`src/rtl/motion_sequencer.sv`:
```
// Command-level motion controller in front of motor_driver: accepts timed motion
// commands and plays each one as soft-start ramp, timed run, soft-stop ramp and dead time.
module motion_sequencer #(
    parameter int TICK_DIV   = 50000,
    parameter int RAMP_STEP  = 8,
    parameter int PERIOD     = 1000,
    parameter int DEAD_TICKS = 20
) (
    input  logic        clk,
    input  logic        rst,
    input  logic        cmd_valid,
    output logic        cmd_ready,
    input  logic [2:0]  cmd_dir,
    input  logic [7:0]  cmd_speed,
    input  logic [15:0] cmd_duration,
    input  logic        estop,
    output logic [2:0]  motor_out,
    output logic [31:0] period,
    output logic [31:0] duty_cycle,
    output logic        busy,
    output logic        done
);
    localparam int               DIV_W    = (TICK_DIV > 1) ? $clog2(TICK_DIV) : 1;
    localparam logic [DIV_W-1:0] DIV_LAST = DIV_W'(TICK_DIV - 1);
    localparam logic [DIV_W-1:0] DIV_ONE  = DIV_W'(1);
    localparam logic [8:0]       STEP9    = 9'(RAMP_STEP);
    localparam logic [7:0]       STEP8    = 8'(RAMP_STEP);
    localparam logic [15:0]      DEAD_CNT = 16'(DEAD_TICKS);
    localparam logic [31:0]      PERIOD_W = 32'(PERIOD);
    localparam logic [2:0]       DIR_STOP = 3'd4;

    typedef enum logic [2:0] {
        S_IDLE, S_ACCEL, S_RUN, S_DECEL, S_DEAD, S_PAUSE
    } state_t;

    state_t           state_q, state_d;
    logic [DIV_W-1:0] div_q, div_d;
    logic [2:0]       cur_dir_q, cur_dir_d;
    logic [7:0]       target_q, target_d;
    logic [7:0]       cur_speed_q, cur_speed_d;
    logic [15:0]      cnt_q, cnt_d;
    logic [2:0]       motor_out_q, motor_out_d;
    logic [31:0]      duty_q, duty_d;
    logic             busy_q, busy_d;
    logic             done_q, done_d;
    logic             tick;
    logic [8:0]       speed_up;
    logic [31:0]      duty_full;
    logic             motion;

    // Free-running prescaler; only reset clears it, so tick phase is independent of commands.
    always_comb begin
        tick  = (div_q == DIV_LAST);
        div_d = tick ? '0 : div_q + DIV_ONE;
    end

    always_comb begin
        state_d     = state_q;
        cur_dir_d   = cur_dir_q;
        target_d    = target_q;
        cur_speed_d = cur_speed_q;
        cnt_d       = cnt_q;
        done_d      = 1'b0;
        speed_up    = {1'b0, cur_speed_q} + STEP9;
        if (estop) begin
            state_d     = S_DEAD;
            cur_speed_d = 8'd0;
            cnt_d       = DEAD_CNT;
        end else begin
            case (state_q)
                S_IDLE: begin
                    if (cmd_valid && cmd_ready) begin
                        cur_dir_d = cmd_dir;
                        target_d  = cmd_speed;
                        cnt_d     = cmd_duration;
                        state_d   = (cmd_dir < DIR_STOP) ? S_ACCEL : S_PAUSE;
                    end
                end
                S_ACCEL: begin
                    if (cur_speed_q == target_q) begin
                        state_d = S_RUN;
                    end else if (tick) begin
                        cur_speed_d = (speed_up > {1'b0, target_q}) ? target_q : speed_up[7:0];
                    end
                end
                S_RUN: begin
                    if (cnt_q == 16'd0) begin
                        state_d = S_DECEL;
                    end else if (tick) begin
                        cnt_d = cnt_q - 16'd1;
                    end
                end
                S_DECEL: begin
                    if (cur_speed_q == 8'd0) begin
                        state_d = S_DEAD;
                        cnt_d   = DEAD_CNT;
                    end else if (tick) begin
                        cur_speed_d = (cur_speed_q > STEP8) ? cur_speed_q - STEP8 : 8'd0;
                    end
                end
                S_DEAD, S_PAUSE: begin
                    if (cnt_q == 16'd0) begin
                        state_d = S_IDLE;
                        done_d  = 1'b1;
                    end else if (tick) begin
                        cnt_d = cnt_q - 16'd1;
                    end
                end
                default: state_d = S_IDLE;
            endcase
        end
    end

    // estop forces stop values on the very next edge rather than waiting for the state to settle.
    always_comb begin
        cmd_ready   = (state_q == S_IDLE) && !estop && !rst;
        motion      = (state_q == S_ACCEL || state_q == S_RUN || state_q == S_DECEL) && !estop;
        motor_out_d = motion ? cur_dir_q : DIR_STOP;
        duty_full   = PERIOD_W * {24'd0, cur_speed_q};
        duty_d      = motion ? {8'd0, duty_full[31:8]} : 32'd0;
        busy_d      = (state_q != S_IDLE) || estop;
    end

    always_ff @(posedge clk) begin
        if (rst) begin
            state_q     <= S_IDLE;
            div_q       <= '0;
            cur_dir_q   <= DIR_STOP;
            target_q    <= 8'd0;
            cur_speed_q <= 8'd0;
            cnt_q       <= 16'd0;
            motor_out_q <= DIR_STOP;
            duty_q      <= 32'd0;
            busy_q      <= 1'b0;
            done_q      <= 1'b0;
        end else begin
            state_q     <= state_d;
            div_q       <= div_d;
            cur_dir_q   <= cur_dir_d;
            target_q    <= target_d;
            cur_speed_q <= cur_speed_d;
            cnt_q       <= cnt_d;
            motor_out_q <= motor_out_d;
            duty_q      <= duty_d;
            busy_q      <= busy_d;
            done_q      <= done_d;
        end
    end

    assign motor_out  = motor_out_q;
    assign period     = PERIOD_W;
    assign duty_cycle = duty_q;
    assign busy       = busy_q;
    assign done       = done_q;
endmodule

```
`config.mk`:
```
export PLATFORM = sky130hd
export DESIGN_NAME = motion_sequencer
export DESIGN_NICKNAME = d
export VERILOG_FILES = /design/src/rtl/motion_sequencer.sv
export SDC_FILE = /design/constraint.sdc
export NUM_CORES = 1
export LEC_CHECK = 0
export BUFFER_PORTS_ARGS = -buffer_cell sky130_fd_sc_hd__buf_2
export CAP_MARGIN = 40
export CORE_MARGIN = 1
export CORE_UTILIZATION = 30
export DETAILED_ROUTE_END_ITERATION = 6
export MAX_ROUTING_LAYER = met4
export SLEW_MARGIN = 20
export SYNTH_ARGS = -nofsm -noshare
export SYNTH_HDL_FRONTEND = slang
export SYNTH_SLANG_ARGS = --single-unit
```
`constraint.sdc`:
```
create_clock -name clk -period 9.9 [get_ports clk]
set_input_delay 0.99 -clock clk [delete_from_list [all_inputs] [get_ports clk]]
set_output_delay 0.99 -clock clk [all_outputs]
set_load 0.03 [all_outputs]
```
==> reports/results.ini, run 1 <==
[logic_synthesis]
synth_top_family_by_area=simple AND/OR/NAND/NOR gates
synth_simple_gate_area_share=0.2018
post_synth_xor_area_fraction=0.05154
synth_enable_flop_cells=0
yosys_warnings=0
synth_compound_gate_area_share=0.1491
ys_async_sr_fraction=0
synth_mux_area_frac=0.01473
synth_unique_cells=69
synth_top_cell_by_area=dfxtp_1
synth_ff_type=dfxtp_1
synth-seq-area-share=0.2540
synthCells=640
post_synth_main_area_contributors=dfxtp_1 (25%), ha_1 (12%), buf_4 (7.6%), fa_1 (7.4%), nor2_1 (4.3%)
yosys_register_bits=69
syn_area_um2=5438
yosysTopAreaCellShare=0.2540
syn_area_per_cell_um2=8.496
yosys.area_share.adder=0.1979

[floorplanning]
floorplan.die_area_um2=18670
coreArea_um2=17480
start_util=0.3111
horizontal_die_dimension_um=136.6
fp.dieH_um=136.6
std_cell_rows=48
floorplan.io_pins=101

[clock_tree]
cts_buffer_depth=2
clkLatencyLatePin_ns=0.35
root_buffer_selected_by_cts=clkbuf_16
cts_post_setup_buffers_inserted=0
ctsHoldBuffers=0
cts_made_buffers=9
clk_pin_slew_worst_paths_ns=0.06
cts_tree=yes
clkSinkCount=69
cts_resized=0
cts_max_level=3

[place]
placed_cells_incl_taps=889
gp_routability_congestion=0.7994
buffers_on_ports=46
sum_of_net_half_perimeters_after_detailed_placement_um=8465

[global_route]
grt_max_degree=24
wire_length_of_the_first_global_routing_pass_um=18640
grt.total_usage=0.1329
first_global_vias=3788
grt_overflow_total=0
grt_antenna_before_repair=1

[route]
drt_pass1_iterations=4
drt_drc_violations_left=0
route.final.wire_length_um=11550
routed_vias_inst=4.657
antenna_violating_nets_post_route=0
routed_wire_per_std_cell_um=12.74
detailedRoute.firstIterationViolations=273
via_count=4219

[power_and_ir_drop]
power.density_nw_per_um2=133.6
intPower_w=0.0005703
p_switching_w=0.0002310
irDropWorstVdd_uv=85.37
total_leakage_power_nw=2.686
clockPowerShare=0.482
fraction_of_power_consumed_by_sequential_logic=0.367
comb_power_share=0.151
power.switching_fraction=0.2882

[cells_and_area]
layout_common_cells=dfxtp_1 (69), nor2_1 (62), ha_1 (54), conb_1 (54), nand2_1 (53)
num-nets-final=780
multi_input_area_um2=3547
filler_cell_count=1824
finish.cell_count_without_fillers=906
sequential_cell_area_um2=1381
drive_gt1_frac=0.1324
syn2layout_area_growth_pct=10.33
layout_commonest_cell=dfxtp_1

[worst_setup_path]
top_cell_family_by_delay_on_the_critical_path=adder cells
r2r_cells=14
total_number_of_cells_along_the_worst_setup_path=14
crit-reg2reg-capture=duty_cycle[6]
setup.worst_path.start_class=flip-flop
crit_arrival_ns=4.55
cp_cell_sequence=inv_1 -> ha_1 -> inv_1 -> fa_1 -> fa_1 -> fa_1 -> inv_1 -> ha_1 -> nand2_1 -> a2111o_1 -> a21boi_0 -> o21a_1 -> o21ai_0 -> nor3b_1
critical_path_buf_inv_count=3
reg2reg_from=cur_speed_q[5]
critical_path_class=reg -> reg
worst_ep_required_time_ns=10.13
cp_max_stage_delay_ns=0.63
crit_path_max_fanout=9
timing.critical_path.to_type=flip-flop
slowest_cell_on_the_critical_path=dfxtp_1
regToRegSetupSlack_ns=5.58

[timing]
worst_slew_margin_relative_to_its_limit=0.4579
report.final.setup_viol=0
totalNegativeSetupSlack_ns=0
report.final.hold_viol_count=0
final.period_utilization=0.4367
max_slew.worst_pin.slew_ns=0.8074
fmax_mhz=231.3
finalMaxSlewViolations=0
setup_repair_after_global_routing_missed_its_margin=false
timing.clock.skew_ns=0.009555
period_needed_ns=4.323

[flow_run]
max-cap-violations=0

[hold_path]
min_from=cur_dir_q[2]
hold-path-endpoint=motor_out[2]
hold_path.class=reg -> reg
min_delay_path_depth=1

[run_status]
outcome=finished clean

==> cells by family after synthesis <==
| logic type | Yosys count |
|---|---|
| muxes | 8 |
| adders and majority gates | 74 |
| AOI/OAI and AO/OA | 115 |
| and+or+nand+nor | 213 |
| other | 2 |
| buffers and inverters | 127 |
| xor gates and xnor gates | 32 |
| DFF | 69 |
==> layer usage <==
layer / track usage / up-vias / wire, µm
met4: 0.06235 / 0 / 213
met1: 0.1826 / 1950 / 5989
met2: 0.1856 / 101 / 4810
li1: - / 2154 / -
met5: - / - / 0
met3: 0.02519 / 14 / 531
==> cell usage after synthesis, types with 2 or more instances <==
cell type,count
a32o_1,3
or3_1,3
o211ai_1,2
nor2_1,62
buf_4,55
nand3_1,20
nor3b_1,3
a31oi_1,5
nor3_1,19
nor4_1,4
nor4_4,2
or2_2,4
nand3b_1,2
o31ai_1,10
xnor2_1,13
o21ai_0,28
nand2_1,53
a211oi_1,4
buf_1,2
dfxtp_1,69
inv_1,50
buf_2,4
a31o_1,2
o31a_1,3
nand2b_1,5
a21oi_1,25
conb_1,2
and3_1,5
nand4_1,7
xor2_1,19
o21a_1,6
and2_1,5
a22oi_1,2
ha_1,54
clkbuf_1,15
a21o_1,4
a211oi_2,2
a2111o_1,2
mux2i_1,8
nor2b_1,7
o32ai_1,2
a21boi_0,2
fa_1,20
==> through the flow <==
| stage | setup WS, ns | power, W | hold slack [ns] | util | cell area (µm²) |
|---|---|---|---|---|---|
| finish | 5.577 | 0.0008013 | 0.4418 | 0.3433 | 6000 |
| global placement | 5.636 | 0.0004196 | 0.4226 | 0.3233 | 5650 |
| global route | 5.261 | 0.0008336 | 0.4551 | 0.3433 | 6000 |
| CTS | 5.572 | 0.0008087 | 0.4408 | 0.3431 | 5997 |
| detailed placement | 5.583 | 0.0004205 | 0.4278 | 0.3233 | 5650 |
| floorplan | 5.881 | 0.0004141 | 0.4157 | - | 5633 |
==> worst max-delay path by stage <==
stage | startpoint | end
finish | cur_speed_q[5] | duty_cycle[6]
global route | cur_speed_q[5] | duty_cycle[6]
CTS | cur_speed_q[5] | duty_cycle[6]
detailed placement | cur_speed_q[5] | duty_cycle[6]
global placement | cur_speed_q[5] | duty_cycle[6]
floorplan | cur_speed_q[5] | duty_cycle[6]
==> flip-flops by register name, summed over array words and instances, names as in the netlist <==
name	cells
busy	1
cnt_q	16
cur_dir_q	3
cur_speed_q	8
div_q	16
done	1
duty_cycle	10
motor_out	3
state_q	3
target_q	8
==> final cells by class <==
type	instances	share of cell area
Inverter	50	0.03128
Clock inverter	7	0.02023
Sequential cell	69	0.2302
Clock buffer	9	0.03754
Tap cell	225	0.04692
Timing Repair Buffer	49	0.04213
Antenna cell	1	0.0004171
Multi-Input combinational cell	496	0.5912
==> power groups by stage <==
stage / logic, W / registers, W / clock network [W]
final: 0.000121 / 0.000294 / 0.000386
after global routing: 0.000133 / 0.000295 / 0.000405
after CTS: 0.000121 / 0.000294 / 0.000394
after detailed placement: 0.000120 / 0.000300 / 0
after global placement: 0.000119 / 0.000300 / 0
after floorplan: 0.000116 / 0.000298 / 0
(Power assumes the default switching activity.)
==> inputs of run 2 (changes only) <==
==> constraint.sdc (replaced) <==
create_clock -name clk -period 4.4 [get_ports clk]
set_input_delay 0.44 -clock clk [delete_from_list [all_inputs] [get_ports clk]]
set_output_delay 0.44 -clock clk [all_outputs]
set_load 0.03 [all_outputs]
==> reports/results.ini, run 2 (synthesis results as in run 1) <==
[clock_tree]
cts_max_level=3  ; unchanged
clkSinkCount=69  ; unchanged
cts_buffer_depth=2  ; unchanged
cts_tree=yes
ctsHoldBuffers=0  ; unchanged
root_buffer_selected_by_cts=clkbuf_16
cts_made_buffers=9  ; unchanged
clk_pin_slew_worst_paths_ns=0.06  ; about the same
clkLatencyLatePin_ns=0.35  ; about the same

[floorplanning]
coreArea_um2=17480  ; unchanged
horizontal_die_dimension_um=136.6  ; unchanged
fp.dieH_um=136.6  ; unchanged
std_cell_rows=48  ; unchanged
start_util=0.3111  ; unchanged
floorplan.io_pins=101  ; unchanged
floorplan.die_area_um2=18670  ; unchanged

[power_and_ir_drop]
p_switching_w=0.0004934  ; +110%
fraction_of_power_consumed_by_sequential_logic=0.393  ; +0.026
irDropWorstVdd_uv=176.7  ; +110%
intPower_w=0.001192  ; +110%
power.density_nw_per_um2=280.4  ; +110%
clockPowerShare=0.446  ; -0.036
total_leakage_power_nw=2.698  ; +0.43%
comb_power_share=0.161  ; +0.010
power.switching_fraction=0.2927  ; +0.004456

[run_status]
outcome=finished clean

[route]
drt_pass1_iterations=4  ; unchanged
via_count=4196  ; -0.55%
route.final.wire_length_um=11590  ; +0.35%
drt_drc_violations_left=0  ; unchanged
routed_wire_per_std_cell_um=12.70  ; -0.31%
antenna_violating_nets_post_route=0  ; unchanged
detailedRoute.firstIterationViolations=240  ; -12%
routed_vias_inst=4.601  ; -1.2%

[cells_and_area]
finish.cell_count_without_fillers=912  ; +0.66%
layout_common_cells=dfxtp_1 (69), nor2_1 (62), ha_1 (54), conb_1 (54), nand2_1 (53)
syn2layout_area_growth_pct=10.56
drive_gt1_frac=0.1397  ; +0.007385
filler_cell_count=1857  ; +1.8%
num-nets-final=788  ; +1.0%
sequential_cell_area_um2=1381  ; unchanged
diodes=0  ; -1
multi_input_area_um2=3547  ; unchanged
layout_commonest_cell=dfxtp_1

[worst_setup_path]
crit_path_max_fanout=7  ; -2
path_common_cell=fa_1
cp_max_stage_delay_ns=0.56  ; -0.07 ns
setup.worst_path.start_class=flip-flop
timing.critical_path.to_type=flip-flop
cp_cell_sequence=inv_1 -> fa_1 -> fa_1 -> fa_1 -> fa_1 -> inv_1 -> ha_1 -> inv_1 -> a2111o_1 -> a21oi_1 -> o211ai_1 -> nand3_1 -> nor3b_1
top_cell_family_by_delay_on_the_critical_path=adder cells
critical_path_buf_inv_count=3  ; unchanged
slowest_cell_on_the_critical_path=fa_1
reg2reg_from=cur_speed_q[2]
critical_path_class=reg -> reg
startpoint=cur_speed_q[2]
crit_arrival_ns=4.36  ; -0.19 ns
worst_ep_required_time_ns=4.66  ; -5.47 ns

[global_route]
grt_antenna_before_repair=0  ; -1
grt_overflow_total=0  ; unchanged
grt.total_usage=0.1383  ; +0.005346
first_global_vias=3904  ; +3.1%
wire_length_of_the_first_global_routing_pass_um=19390  ; +4.0%
grt_max_degree=24  ; unchanged

[hold_path]
hold_path.class=in -> reg
min_from=cmd_dir[0]

[timing]
fmax_mhz=243.9  ; +5.4%
totalNegativeSetupSlack_ns=0  ; unchanged
report.final.hold_viol_count=0  ; unchanged
setup_repair_after_global_routing_missed_its_margin=false
report.final.setup_viol=0  ; unchanged
finalMaxSlewViolations=0  ; unchanged
final.period_utilization=0.9320  ; +0.4953
max_slew.worst_pin.slew_ns=0.7895  ; -0.01791 ns
worst_slew_margin_relative_to_its_limit=0.4699  ; +0.01203
period_needed_ns=4.101  ; -0.2227 ns
timing.clock.skew_ns=0.007027  ; -0.002528 ns

[place]
placed_cells_incl_taps=897  ; +0.90%
gp_routability_congestion=0.8087  ; +1.2%
buffers_on_ports=46  ; unchanged
sum_of_net_half_perimeters_after_detailed_placement_um=8601  ; +1.6%

[flow_run]
max-cap-violations=0  ; unchanged

run 2: cell count changes in the layout (fill, tap and decap cells not counted), sizes merged:
cell	before	now
clkinv	2	0
clkbuf	9	12
diode	1	0
bufinv	3	1
buf	49	57
clkinvlp	0	2
inv	52	50
run 2: routing by layer:
metal  global-route usage  share of wire  vias up
li1                     -              -     2165
met1               0.1876           0.52     1919
met2               0.1985           0.42       98
met3              0.02185          0.042       14
met4              0.06667          0.020        0
met5                    -              0        -
run 2: power groups by stage:
stage / clock network [W] / logic (W) / registers [W]
after floorplan: 0 / 0.000261 / 0.000671
after global placement: 0 / 0.000268 / 0.000676
after detailed placement: 0 / 0.000269 / 0.000676
after CTS: 0.000775 / 0.000270 / 0.000662
after global routing: 0.000802 / 0.000300 / 0.000665
final: 0.000753 / 0.000271 / 0.000663
run 2: tightest hold or removal path, cell delays in order:
cell	delay, ns
buf_2	0.07
nand2_1	0.04
o31ai_1	0.05
run 2: path summary, 6_finish.rpt:
kind                    to  slack [ns]  cells past startpoint
min           cur_dir_q[0]        0.29                      3
max reg2reg  duty_cycle[9]        0.30                     13
max          duty_cycle[9]        0.30                     13
min reg2reg   motor_out[1]        0.44                      2
run 2: area by class of cell:
class                           count  share of cell area
Inverter                           50             0.03122
Timing Repair Buffer               57             0.05203
Multi-Input combinational cell    496              0.5900
Clock inverter                      3            0.007492
Tap cell                          225             0.04683
Clock buffer                       12             0.04266
Sequential cell                    69              0.2298
run 2: stage by stage:
stage	setup slack, ns	total power [W]	cell area (µm²)	hold WS [ns]	util
6_report	0.2994	0.001686	6012	0.2909	0.3440
2_1_floorplan	0.3807	0.0009317	5633	0.4157	-
3_3_place_gp	0.3468	0.0009440	5710	0.4194	0.3267
3_5_place_dp	0.2726	0.0009450	5710	0.4304	0.3267
5_1_grt	0.01717	0.001767	6012	0.3067	0.3440
4_1_cts	0.2738	0.001707	6012	0.2805	0.3440
run 2: what timing repair did:
item                                    4_1_cts  5_1_grt
endpoints found under the setup margin        0        1
buffers inserted                              0        0
gates resized for setup                       0        1
